File: src/rtl/fpu_proto_pkg.sv
// Shared CPU<->FPU protocol definitions: request kinds, initiator states,
// operand size codes and a small state classification helper.
package fpu_proto_pkg;

   typedef enum logic [1:0] {
      KIND_ESC   = 2'd0,
      KIND_LOAD  = 2'd1,
      KIND_STORE = 2'd2,
      KIND_WAIT  = 2'd3
   } req_kind_t;

   typedef enum logic [2:0] {
      IDLE  = 3'd0,
      SYNC  = 3'd1,
      ISSUE = 3'd2,
      LOAD  = 3'd3,
      CTRL  = 3'd4,
      READ  = 3'd5,
      WAITF = 3'd6,
      RESP  = 3'd7
   } state_t;

   // Operand size codes, passed through to the FPU untouched
   localparam logic [2:0] DSIZE_I16 = 3'd0;
   localparam logic [2:0] DSIZE_I32 = 3'd1;
   localparam logic [2:0] DSIZE_I64 = 3'd2;
   localparam logic [2:0] DSIZE_F32 = 3'd3;
   localparam logic [2:0] DSIZE_F64 = 3'd4;
   localparam logic [2:0] DSIZE_F80 = 3'd5;

   // States that wait on the FPU and are therefore guarded by the timeout
   function automatic logic is_timed(input state_t s);
      return (s == SYNC) || (s == ISSUE) || (s == READ) || (s == WAITF);
   endfunction

endpackage

File: src/rtl/fpu_dispatch_timer.sv
// Timeout down-counter: clear restarts the countdown, enable decrements,
// expired flags the last permitted cycle of a wait.
module fpu_dispatch_timer #(
   parameter int TIMEOUT_CYCLES = 1024
) (
   input  logic clk,
   input  logic reset_n,
   input  logic clear,
   input  logic enable,
   output logic expired
);
   localparam int            CW    = $clog2(TIMEOUT_CYCLES);
   localparam logic [CW-1:0] START = CW'(TIMEOUT_CYCLES - 1);

   logic [CW-1:0] count;

   // Reload on clear, otherwise count down and stick at zero
   always_ff @(posedge clk or negedge reset_n) begin
      if (!reset_n) begin
         count <= START;
      end else if (clear) begin
         count <= START;
      end else if (enable && (count != '0)) begin
         count <= count - CW'(1);
      end
   end

   assign expired = (count == '0);

endmodule

File: src/rtl/fpu_dispatch_initiator.sv
// CPU-side initiator for the FPU coprocessor handshake. Accepts one
// microcode request, walks the FPU handshakes and returns one response.
// Every output is a register loaded from the next state, so strobes
// drop on the same edge that samples their handshake.
module fpu_dispatch_initiator
   import fpu_proto_pkg::*;
#(
   parameter int TIMEOUT_CYCLES = 1024
) (
   input  logic        clk,
   input  logic        reset_n,
   input  logic        req_valid,
   output logic        req_ready,
   input  logic [1:0]  req_kind,
   input  logic [7:0]  req_opcode,
   input  logic [7:0]  req_modrm,
   input  logic [2:0]  req_data_size,
   input  logic [79:0] req_data,
   input  logic        req_ctrl_write,
   input  logic [15:0] req_ctrl_word,
   output logic        rsp_valid,
   output logic [79:0] rsp_data,
   output logic [15:0] rsp_status,
   output logic        rsp_exception,
   output logic        rsp_timeout,
   output logic        fpu_instr_valid,
   output logic [7:0]  fpu_opcode,
   output logic [7:0]  fpu_modrm,
   input  logic        fpu_instr_ack,
   output logic        fpu_data_write,
   output logic        fpu_data_read,
   output logic [2:0]  fpu_data_size,
   output logic [79:0] fpu_data_wr,
   input  logic [79:0] fpu_data_rd,
   input  logic        fpu_data_ready,
   input  logic        fpu_busy,
   input  logic        fpu_exception,
   input  logic        fpu_ready,
   input  logic [15:0] fpu_status_word,
   output logic [15:0] fpu_control_word,
   output logic        fpu_ctrl_write,
   output logic        fpu_wait
);
   state_t    state, next_state;
   req_kind_t kind_q;
   logic      ctrl_q;
   logic      accept;
   logic      timeout_hit;
   logic      timer_clear;
   logic      timer_enable;
   logic      timer_expired;

   assign accept       = (state == IDLE) && req_valid;
   assign timer_clear  = is_timed(next_state) && (next_state != state);
   assign timer_enable = is_timed(state);

   fpu_dispatch_timer #(
      .TIMEOUT_CYCLES (TIMEOUT_CYCLES)
   ) u_timer (
      .clk     (clk),
      .reset_n (reset_n),
      .clear   (timer_clear),
      .enable  (timer_enable),
      .expired (timer_expired)
   );

   // State register
   always_ff @(posedge clk or negedge reset_n) begin
      if (!reset_n) state <= IDLE;
      else          state <= next_state;
   end

   // Next-state decode; a handshake seen on the expiry cycle still wins
   always_comb begin
      next_state  = state;
      timeout_hit = 1'b0;
      case (state)
         IDLE:  if (accept) next_state = (req_kind == KIND_WAIT) ? WAITF : SYNC;
         SYNC: begin
            if (!fpu_busy) begin
               next_state = ISSUE;
            end else if (timer_expired) begin
               next_state  = RESP;
               timeout_hit = 1'b1;
            end
         end
         ISSUE: begin
            if (fpu_instr_ack) begin
               case (kind_q)
                  KIND_LOAD:  next_state = LOAD;
                  KIND_STORE: next_state = READ;
                  default:    next_state = ctrl_q ? CTRL : RESP;
               endcase
            end else if (timer_expired) begin
               next_state  = RESP;
               timeout_hit = 1'b1;
            end
         end
         LOAD:  next_state = RESP;
         CTRL:  next_state = RESP;
         READ: begin
            if (fpu_data_ready) begin
               next_state = RESP;
            end else if (timer_expired) begin
               next_state  = RESP;
               timeout_hit = 1'b1;
            end
         end
         WAITF: begin
            if (fpu_ready && !fpu_busy) begin
               next_state = RESP;
            end else if (timer_expired) begin
               next_state  = RESP;
               timeout_hit = 1'b1;
            end
         end
         RESP:    next_state = IDLE;
         default: next_state = IDLE;
      endcase
   end

   // Registered outputs, request latches and response capture
   always_ff @(posedge clk or negedge reset_n) begin
      if (!reset_n) begin
         req_ready        <= 1'b1;
         rsp_valid        <= 1'b0;
         rsp_data         <= '0;
         rsp_status       <= '0;
         rsp_exception    <= 1'b0;
         rsp_timeout      <= 1'b0;
         fpu_instr_valid  <= 1'b0;
         fpu_opcode       <= '0;
         fpu_modrm        <= '0;
         fpu_data_write   <= 1'b0;
         fpu_data_read    <= 1'b0;
         fpu_data_size    <= '0;
         fpu_data_wr      <= '0;
         fpu_control_word <= '0;
         fpu_ctrl_write   <= 1'b0;
         fpu_wait         <= 1'b0;
         kind_q           <= KIND_ESC;
         ctrl_q           <= 1'b0;
      end else begin
         req_ready       <= (next_state == IDLE);
         fpu_instr_valid <= (next_state == ISSUE);
         fpu_data_write  <= (next_state == LOAD);
         fpu_ctrl_write  <= (next_state == CTRL);
         fpu_data_read   <= (next_state == READ);
         fpu_wait        <= (next_state == WAITF);
         rsp_valid       <= (next_state == RESP);
         if (accept) begin
            kind_q           <= req_kind_t'(req_kind);
            ctrl_q           <= req_ctrl_write && (req_kind == KIND_ESC);
            fpu_opcode       <= req_opcode;
            fpu_modrm        <= req_modrm;
            fpu_data_size    <= req_data_size;
            fpu_data_wr      <= req_data;
            fpu_control_word <= req_ctrl_word;
            rsp_data         <= '0;
            rsp_status       <= '0;
            rsp_exception    <= 1'b0;
            rsp_timeout      <= 1'b0;
         end
         if ((state == READ) && fpu_data_ready) rsp_data <= fpu_data_rd;
         if (next_state == RESP) begin
            rsp_status    <= fpu_status_word;
            rsp_exception <= fpu_exception;
            rsp_timeout   <= timeout_hit;
         end
      end
   end

endmodule

File: config.mk
export PLATFORM = sky130hd
export DESIGN_NAME = fpu_dispatch_initiator
export DESIGN_NICKNAME = d
export VERILOG_FILES = /design/src/rtl/fpu_proto_pkg.sv /design/src/rtl/fpu_dispatch_timer.sv /design/src/rtl/fpu_dispatch_initiator.sv
export SDC_FILE = /design/constraint.sdc
export NUM_CORES = 1
export LEC_CHECK = 0
export ABC_AREA = 1
export CAP_MARGIN = 0
export CORE_AREA = 2 2 172 174
export DETAILED_ROUTE_END_ITERATION = 12
export DIE_AREA = 0 0 174 176
export PLACE_DENSITY = 0.66
export SLEW_MARGIN = 20
export SYNTH_ARGS = -nofsm -noshare
export SYNTH_HDL_FRONTEND = slang
export SYNTH_SLANG_ARGS = --single-unit
File: constraint.sdc
create_clock -name clk -period 3.41 [get_ports clk]
set_clock_uncertainty 0.05 [all_clocks]
set_input_delay 0.341 -clock clk [delete_from_list [all_inputs] [get_ports clk]]
set_output_delay 0.341 -clock clk [all_outputs]
set_load 0.01 [all_outputs]
==> metrics list, run 1 <==
- Dividing total power by cell area gives a power density of 877 nW/um^2.
- Number of standard-cell rows in the floorplan: 62
- Arrival time reported for the critical path endpoint: 2800 ps
* CTS Sinks: 236
- Peak fanout along the critical path: 18
- For this run, design rule violations remaining after detail routing come to 0.
- After clock tree synthesis, the clock-pin slew on the worst setup and hold paths is 60 ps.
* Area share of fa/ha/maj cells after synthesis: 0.00923
- Summing all flip-flop and latch instances after layout gives 5920 sq um.
* Type of the most critical hold path: in -> reg
- From left edge to right edge, the die measures 174 microns.
- Maximum count of clock buffers along a single path: 3
* Setup crit start kind: register
- IR analysis of the VDD net gives a maximum drop of 0.536 mV.
- Gates resized during post-CTS repair numbered 0.
- For this design the top-level I/O count stands at 442.
- Of the total synthesized cell area, the portion taken by AND, OR, NAND and NOR gates is 0.312.
- In this run the number of H-tree levels came out at 1.
- Setup violations remaining at the end of the flow were counted as 0.
* Setup TNS: 0 ps
* Clk Tree Root Cell: sky130_fd_sc_hd__clkbuf_16
- Worst Setup End Kind: register
- Multiplexer area fraction after synthesis: 0
- The via count of the first global-routing pass was 8828.
* Filler Cells Inserted: 2678
- Across the run, the number of max-cap violations was 0.
- Among all flip-flop cells after synthesis, the most frequent one is sky130_fd_sc_hd__dfrtp_1.
- The number of pins with negative max-slew slack in the final report is 0.
* Remaining global-route overflow: 0
- Number of DRC violations after detailed-routing iteration 0: 387
* Setup bufs post-CTS: 0
* Setup repair after global routing missed its margin: false
* Total GRT Usage: 0.201
- Wirelength per Cell: 16.3 microns
- Clock tree from TritonCTS: yes
* Total detailed-routing wirelength: 31600 microns
- Input and output buffers added on the ports amount to 441.
- Mean area per synthesized cell: 8.62 sq um
* Fraction of layout cells with a size suffix above 1: 0.0530
- The netlist uses 27 different library cells.
* Share of power burned in the clock network: 0.211
* Xor and xnor fraction of the mapped netlist area: 0.00831
* Via count of the routed design: 8782
- From synthesis to final layout, the design area changed by 59.8%.
- Of the total power, the share spent switching nets is 0.361.
* Warnings from Yosys: 0
- Counting flops with a built-in enable in the synthesized netlist gives 0.
- Detailed placement finished with a half-perimeter wire length of 22700 microns.
- The cell area that synthesis handed to floorplanning was 9490 sq um.
* Fraction of the yosys area taken by sequential cells: 0.624
- Buffers inserted during clock tree synthesis total 27.
- The die covers 30600 sq um.
- Number of hold violations in the final report: 0
- Final worst path period need: 2430 ps
- Before antenna repair, the detailed router went through 5 iterations.
* Proportion of power drawn by combinational gates: 0.440
- Worst hold slack: 300 ps
* Leak pwr: 0.00747 uW
* Vias per std cell: 4.54
* Vertical die dimension: 176 microns
- Switching pwr: 4800 uW
* Main combinational cell family by area after synthesis: simple AND/OR/NAND/NOR gates
- Final worst path period share: 0.714
- Data required time of the critical path: 3780 ps
- The initial antenna violation count was 2.
* Wire length of the first global-routing pass: 48900 microns
* Area occupied by multi-input gates: 3200 sq um
- Start-to-end type of the worst setup path: reg -> reg
- Entering global routing, the biggest net connects 115 pins.
* Slew of the pin with the lowest slew margin: 928 ps
- Normalized max-slew margin: 0.381
- The number of hold buffers added after CTS was 1.
- Clock latency on the worst-skew pair: 520 ps
- In the synthesized netlist, the number of instances is 1101.
- Of the total power, registers draw 0.349.
- Last weighted congestion value of the routability-driven placer: 0.867
- The internal portion of the total power is 8500 uW.
- The compound-cell area share of the yosys netlist was 0.00699.
- Detail Route Antenna Nets: 0
- Placeable Area: 28500 sq um
- Share of flip-flops with an asynchronous set or reset: 1.00
- Initial Util: 0.332
- Number of nets in the final layout: 1758
- The flow ran to the end, and the final reports show no timing, DRC or antenna violations.
- Post-synthesis sequential element count: 236
- Synthesized netlist net count: 1330
- Maximum clock rate: 0.411 GHz
[path summary, 6_finish.rpt]
| check | slack, ps | start | endpoint | cells after the start |
|---|---|---|---|---|
| max | 980 | u_timer.count[0] | rsp_timeout | 16 |
| min | 300 | req_opcode[2] | fpu_opcode[2] | 3 |
| max reg2reg | 980 | u_timer.count[0] | rsp_timeout | 16 |
| min reg2reg | 420 | fpu_data_wr[32] | fpu_data_wr[32] | 2 |
| max in group asynchronous | 2060 | reset_n | fpu_data_wr[67] | 3 |
| min in group asynchronous | 390 | reset_n | kind_q[1] | 2 |
[sequential cells by signal, indices dropped and copies added (netlist names), 2 cells and up]
| name | flops |
|---|---|
| fpu_data_wr | 80 |
| rsp_data | 80 |
| fpu_control_word | 16 |
| rsp_status | 16 |
| u_timer.count | 10 |
| fpu_modrm | 8 |
| fpu_opcode | 8 |
| fpu_data_size | 3 |
| state | 3 |
| kind_q | 2 |
[power groups by stage]
stage,clock network [uW],logic [uW],registers [uW]
6_report,2800,5850,4640
5_1_grt,3000,6440,4780
4_1_cts,2890,5940,4640
3_5_place_dp,0,5910,4660
3_3_place_gp,0,5820,4630
2_1_floorplan,0,2140,5130
[Yosys cell counts (2+ instances only)]
cell type	number	area [sq um]
sky130_fd_sc_hd__nand2_1	606	2270
sky130_fd_sc_hd__dfrtp_1	225	5630
sky130_fd_sc_hd__nand3_1	97	485
sky130_fd_sc_hd__clkbuf_1	40	150
sky130_fd_sc_hd__inv_1	33	124
sky130_fd_sc_hd__nor2_1	29	109
sky130_fd_sc_hd__dfstp_2	11	289
sky130_fd_sc_hd__ha_1	7	87.6
sky130_fd_sc_hd__inv_2	7	26.3
sky130_fd_sc_hd__xor2_1	6	52.6
sky130_fd_sc_hd__buf_1	5	18.8
sky130_fd_sc_hd__buf_2	5	25.0
sky130_fd_sc_hd__nor3_1	5	25.0
sky130_fd_sc_hd__nand2_2	4	25.0
sky130_fd_sc_hd__o21ai_0	4	20.0
sky130_fd_sc_hd__xnor2_1	3	26.3
sky130_fd_sc_hd__a21oi_1	2	10.0
sky130_fd_sc_hd__buf_6	2	22.5
sky130_fd_sc_hd__o21ai_1	2	10.0
[cell type report]
| type | instances | share of cell area |
|---|---|---|
| Antenna cell | 1 | 0.000165 |
| Clock buffer | 33 | 0.0467 |
| Clock inverter | 15 | 0.00991 |
| Inverter | 41 | 0.0106 |
| Multi-Input combinational cell | 772 | 0.211 |
| Sequential cell | 236 | 0.391 |
| Tap cell | 384 | 0.0317 |
| Timing Repair Buffer | 451 | 0.299 |
[metrics by stage]
step	instances	area (sq um)	setup WS [ps]	util	total power [uW]
after floorplan	1101	9490	1280	-	7260
after global placement	1883	14300	944	0.500	10500
after detailed placement	1883	14300	839	0.500	10600
after CTS	1932	15200	961	0.531	13500
after global routing	1932	15200	753	0.531	14200
final	1933	15200	976	0.531	13300
[placed cells by master, fill, tap and decap left out, types with 2 or more instances in the layout]
| cell | count |
|---|---|
| sky130_fd_sc_hd__inv_1 | 33 |
| sky130_fd_sc_hd__a21oi_1 | 2 |
| sky130_fd_sc_hd__clkinv_2 | 6 |
| sky130_fd_sc_hd__clkbuf_16 | 27 |
| sky130_fd_sc_hd__bufinv_16 | 2 |
| sky130_fd_sc_hd__buf_12 | 3 |
| sky130_fd_sc_hd__nor2_1 | 28 |
| sky130_fd_sc_hd__inv_2 | 6 |
| sky130_fd_sc_hd__o21ai_0 | 4 |
| sky130_fd_sc_hd__xor2_1 | 6 |
| sky130_fd_sc_hd__dfrtp_1 | 225 |
| sky130_fd_sc_hd__nand2_2 | 4 |
| sky130_fd_sc_hd__nand2_1 | 606 |
| sky130_fd_sc_hd__clkbuf_1 | 5 |
| sky130_fd_sc_hd__nor2_4 | 2 |
| sky130_fd_sc_hd__clkinvlp_4 | 6 |
| sky130_fd_sc_hd__xnor2_1 | 3 |
| sky130_fd_sc_hd__clkdlybuf4s50_1 | 440 |
| sky130_fd_sc_hd__dfstp_2 | 11 |
| sky130_fd_sc_hd__nand3_1 | 97 |
| sky130_fd_sc_hd__o21ai_1 | 2 |
| sky130_fd_sc_hd__buf_4 | 6 |
| sky130_fd_sc_hd__nor3_1 | 5 |
| sky130_fd_sc_hd__ha_1 | 7 |
[logic make-up (layout without fill, tap and decap cells)]
logic type	count (synthesis)	count (layout)
XOR/XNOR	9	9
flip-flops	236	236
adder cells (fa/ha/maj)	7	7
AO/OA/AOI/OAI	10	10
other	0	1
buffers and inverters	93	540
AND/OR/NAND/NOR	746	746
[routing by layer]
metal / track usage / routed length (microns) / up-vias
met3: 0.0721 / 3060 / 46
met2: 0.358 / 15800 / 352
li1: - / - / 4232
met5: 0 / 0 / -
met4: 0.0567 / 800 / 0
met1: 0.228 / 11900 / 4152
[critical path, stage by stage, from the launching register on]
cell                      delay [ps]
sky130_fd_sc_hd__dfstp_2         530
sky130_fd_sc_hd__inv_1            60
sky130_fd_sc_hd__ha_1            210
sky130_fd_sc_hd__inv_1            80
sky130_fd_sc_hd__nor3_1           50
sky130_fd_sc_hd__nand3_1         130
sky130_fd_sc_hd__nand2_1          70
sky130_fd_sc_hd__nand2_1          50
sky130_fd_sc_hd__nand2_1          70
sky130_fd_sc_hd__nand2_1         130
sky130_fd_sc_hd__inv_1           100
sky130_fd_sc_hd__ha_1            220
sky130_fd_sc_hd__nand2_2         110
sky130_fd_sc_hd__nand2_2          50
sky130_fd_sc_hd__inv_2           240
sky130_fd_sc_hd__nand2_1         100
sky130_fd_sc_hd__o31ai_1          80
Note: power is estimated with default switching activity, not from simulation.
==> run 2: changes to the inputs <==
Settings changed: CORE_AREA 2 2 172 174 to 2 2 173 175, DIE_AREA 0 0 174 176 to 0 0 175 177, PLACE_DENSITY 0.66 to 0.67.
Clock period 3.41 ns to 2.1 ns, I/O delays scaled along.
==> metrics list, run 2 (synthesis gave the netlist of run 1 again) <==
* First-pass iteration count of the detailed router: 4 (-1)
- Failing checks: setup timing
- The flow ran to the end, but the final reports show violations.
- Count of cells along the worst register-to-register path: 15 (-1)
- The overflow left after global routing is 0 (unchanged).
- Total detailed-routing wirelength: 32900 microns (+4.1%)
- Vias per std cell: 4.48 (-1.5%)
- The worst hold path terminates at rsp_data[22].
- P&R area growth vs syn: 66.2%
- The die span in x was 175 microns (+0.57%).
- I/O pins: 442 (unchanged)
- The standby leakage power is 0.00774 uW (+3.7%).
- Worst Setup Slack, final: -19.0 ps (-995 ps)
* Peak fanout along the critical path: 4 (-14)
- The post-detailed-route count of antenna-violating nets is 0 (unchanged).
- The area enclosed by the die boundary was 31000 sq um (+1.1%).
* R2R Path Start: kind_q[1]
- The worst slew margin relative to its limit came to 0.627 (+0.245).
- Initial Util: 0.324 (-0.00792)
- Wirelength per Cell: 16.6 microns (+1.6%)
* Type of the most critical hold path: in -> reg
- Setup repair after global routing missed its margin: true
- Last weighted congestion value of the routability-driven placer: 0.888 (+2.4%)
* Setup slack, reg-to-reg: -20 ps (-1000 ps)
* Worst hold slack: 166 ps (-133 ps)
- The worst path required time came to 2460 ps (-1320 ps).
* Max rail drop VDD: 0.794 mV (+48%)
* Leading cell types in the layout, fill and taps excluded: sky130_fd_sc_hd__nand2_1, sky130_fd_sc_hd__clkdlybuf4s50_1, sky130_fd_sc_hd__dfrtp_1
* Number of DRC violations after detailed-routing iteration 0: 499 (+29%)
- The endpoint identified for the worst register-to-register timing path is rsp_status[15].
- Clk Tree Root Cell: sky130_fd_sc_hd__clkbuf_16
* Number of hold violations in the final report: 0 (unchanged)
* Most common library cell in the layout ignoring fill and taps: sky130_fd_sc_hd__nand2_1
* Number of antenna violations at the first check in global routing: 3 (+1)
* Clock tree from TritonCTS: yes
- The number of pins with negative max-slew slack in the final report was 0 (unchanged).
- The final critical delay including setup and external delays is 2120 ps (-315 ps).
* Max-Cap Viols: 0 (unchanged)
- Vertical die dimension: 177 microns (+0.57%)
* Registers with the most flip-flops: fpu_data_wr x80, rsp_data x80
- Total GRT Usage: 0.206 (+0.00450)
* Wire length of the first global-routing pass: 50100 microns (+2.4%)
- Non-filler cells, final: 1980 (+2.4%)
* Number of nets in the final layout: 1797 (+2.2%)
- Placed wire-length estimate after detailed placement: 23500 microns (+3.4%)
* Start-to-end type of the worst setup path: reg -> reg
- STA classifies the critical path endpoint as a register.
- Setup violation total in the final timing report: 2 (+2)
* Fraction of layout cells with a size suffix above 1: 0.0963 (+0.0434)
- The slew at the pin with the worst max-slew slack came to 560 ps (-368 ps).
* Arrival time reported for the critical path endpoint: 2480 ps (-320 ps)
- The pin count of the biggest net entering global routing was 79 (-31%).
- Placeable Area: 29200 sq um (+2.4%)
- # H-tree levels: 1 (unchanged)
- Number of standard-cell rows in the floorplan: 63 (+1.6%)
- The number of design rule violations left after detail routing was 0 (unchanged).
- The worst slack at placement was -174 ps (-1010 ps).
- The setup TNS came to -20.9 ps (-20.9 ps).
* Maximum clock rate: 0.472 GHz (+15%)
- The clock transition at the register clock pins on the worst setup and hold paths after CTS came to 60 ps (about the same).
* Final worst path period share: 1.01 (+0.295)
* Maximum count of clock buffers along a single path: 3 (unchanged)
* Clock latency on the worst-skew pair: 520 ps (about the same)
- The clock net sink count came to 236 (unchanged).
- Vias in the first global route: 9005 (+2.0%)
- Power per Cell Area: 1470 nW/um^2 (+68%)
* Total CTS buffers: 27 (unchanged)
- The number of filler instances in the final layout came to 2648 (-1.1%).
- Total of buffers placed on input and output ports: 441 (unchanged)
* Number of placed cells counting well taps: 1914 (+1.6%)
* Via count of the routed design: 8862 (+0.91%)
- The worst setup path is launched from a register.
* Cell count of the worst hold path: 3 (unchanged)
* Hold path start: fpu_data_rd[22]
run 2: routing by layer:
metal / global-route usage / vias to the layer above / part of all wire
li1: - / 4309 / -
met3: 0.0689 / 52 / 0.091
met5: 0 / - / 0.00040
met4: 0.0646 / 2 / 0.027
met1: 0.234 / 4179 / 0.37
met2: 0.364 / 320 / 0.51
run 2: worst max-delay path by stage:
stage,slack [ps],start,depth (start not counted),endpoint
2_1_floorplan,20,u_timer.count[0],17,rsp_status[5]
3_5_place_dp,-170,fpu_busy,16,rsp_timeout
4_1_cts,-20,u_timer.count[1],16,rsp_status[15]
5_1_grt,-120,kind_q[1],15,rsp_status[14]
6_report,-20,kind_q[1],15,rsp_status[15]
3_3_place_gp,-100,fpu_busy,16,rsp_timeout
run 2: timing repair:
item,4_1_cts,5_1_grt
resized for setup,20,31
endpoints found under the setup margin,28,29
setup buffers,6,5
hold endpoints to repair,59,0
cloned,3,0
pin swaps,10,12
hold buffers,1,0
run 2: area by class of cell:
cell class                 instances  area, sq um  area share
tap                              390          488      0.0309
clock buffer                      39          771      0.0489
inverter                          41          181      0.0115
multi-input combinational        772         3350       0.212
sequential                       236         5920       0.376
timing repair inverter             3         25.0     0.00159
antenna                            2         5.00    0.000317
clock inverter                    10          154     0.00976
timing repair buffer             487         4870       0.309
run 2: worst max-delay path, stage by stage (launching register included):
cell and delay (ps):
sky130_fd_sc_hd__dfrtp_1 370, sky130_fd_sc_hd__inv_2 90, sky130_fd_sc_hd__ha_4 210, sky130_fd_sc_hd__a21oi_2 120, sky130_fd_sc_hd__nand2_1 90, sky130_fd_sc_hd__nor2_2 140
sky130_fd_sc_hd__nor2_2 50, sky130_fd_sc_hd__nand2_2 70, sky130_fd_sc_hd__nand2_2 60, sky130_fd_sc_hd__inv_2 90, sky130_fd_sc_hd__ha_4 170, sky130_fd_sc_hd__nand2_8 70
sky130_fd_sc_hd__nand2_8 100, sky130_fd_sc_hd__clkinvlp_4 170, sky130_fd_sc_hd__nand2_1 100, sky130_fd_sc_hd__nand2_1 50
run 2: stage by stage:
stage                      util  instance area, sq um  power (uW)
after global routing      0.539                 15800       24800
final                     0.539                 15800       23200
after detailed placement  0.497                 14500       17600
after floorplan               -                  9490       11800
after global placement    0.497                 14500       17300
after CTS                 0.534                 15600       23100
run 2: report_power, final:
part	switching, uW	internal, uW
Clock	1860	3030
Combinational	5370	5430
Sequential	1080	6470
Total	8310	14900
==> run 3: changes to the inputs <==
Settings changed: ABC_CLOCK_PERIOD_IN_PS set to 2100.
==> results of run 3 <==
Same layout as run 2: the final DEF is identical, and so are final timing and power.
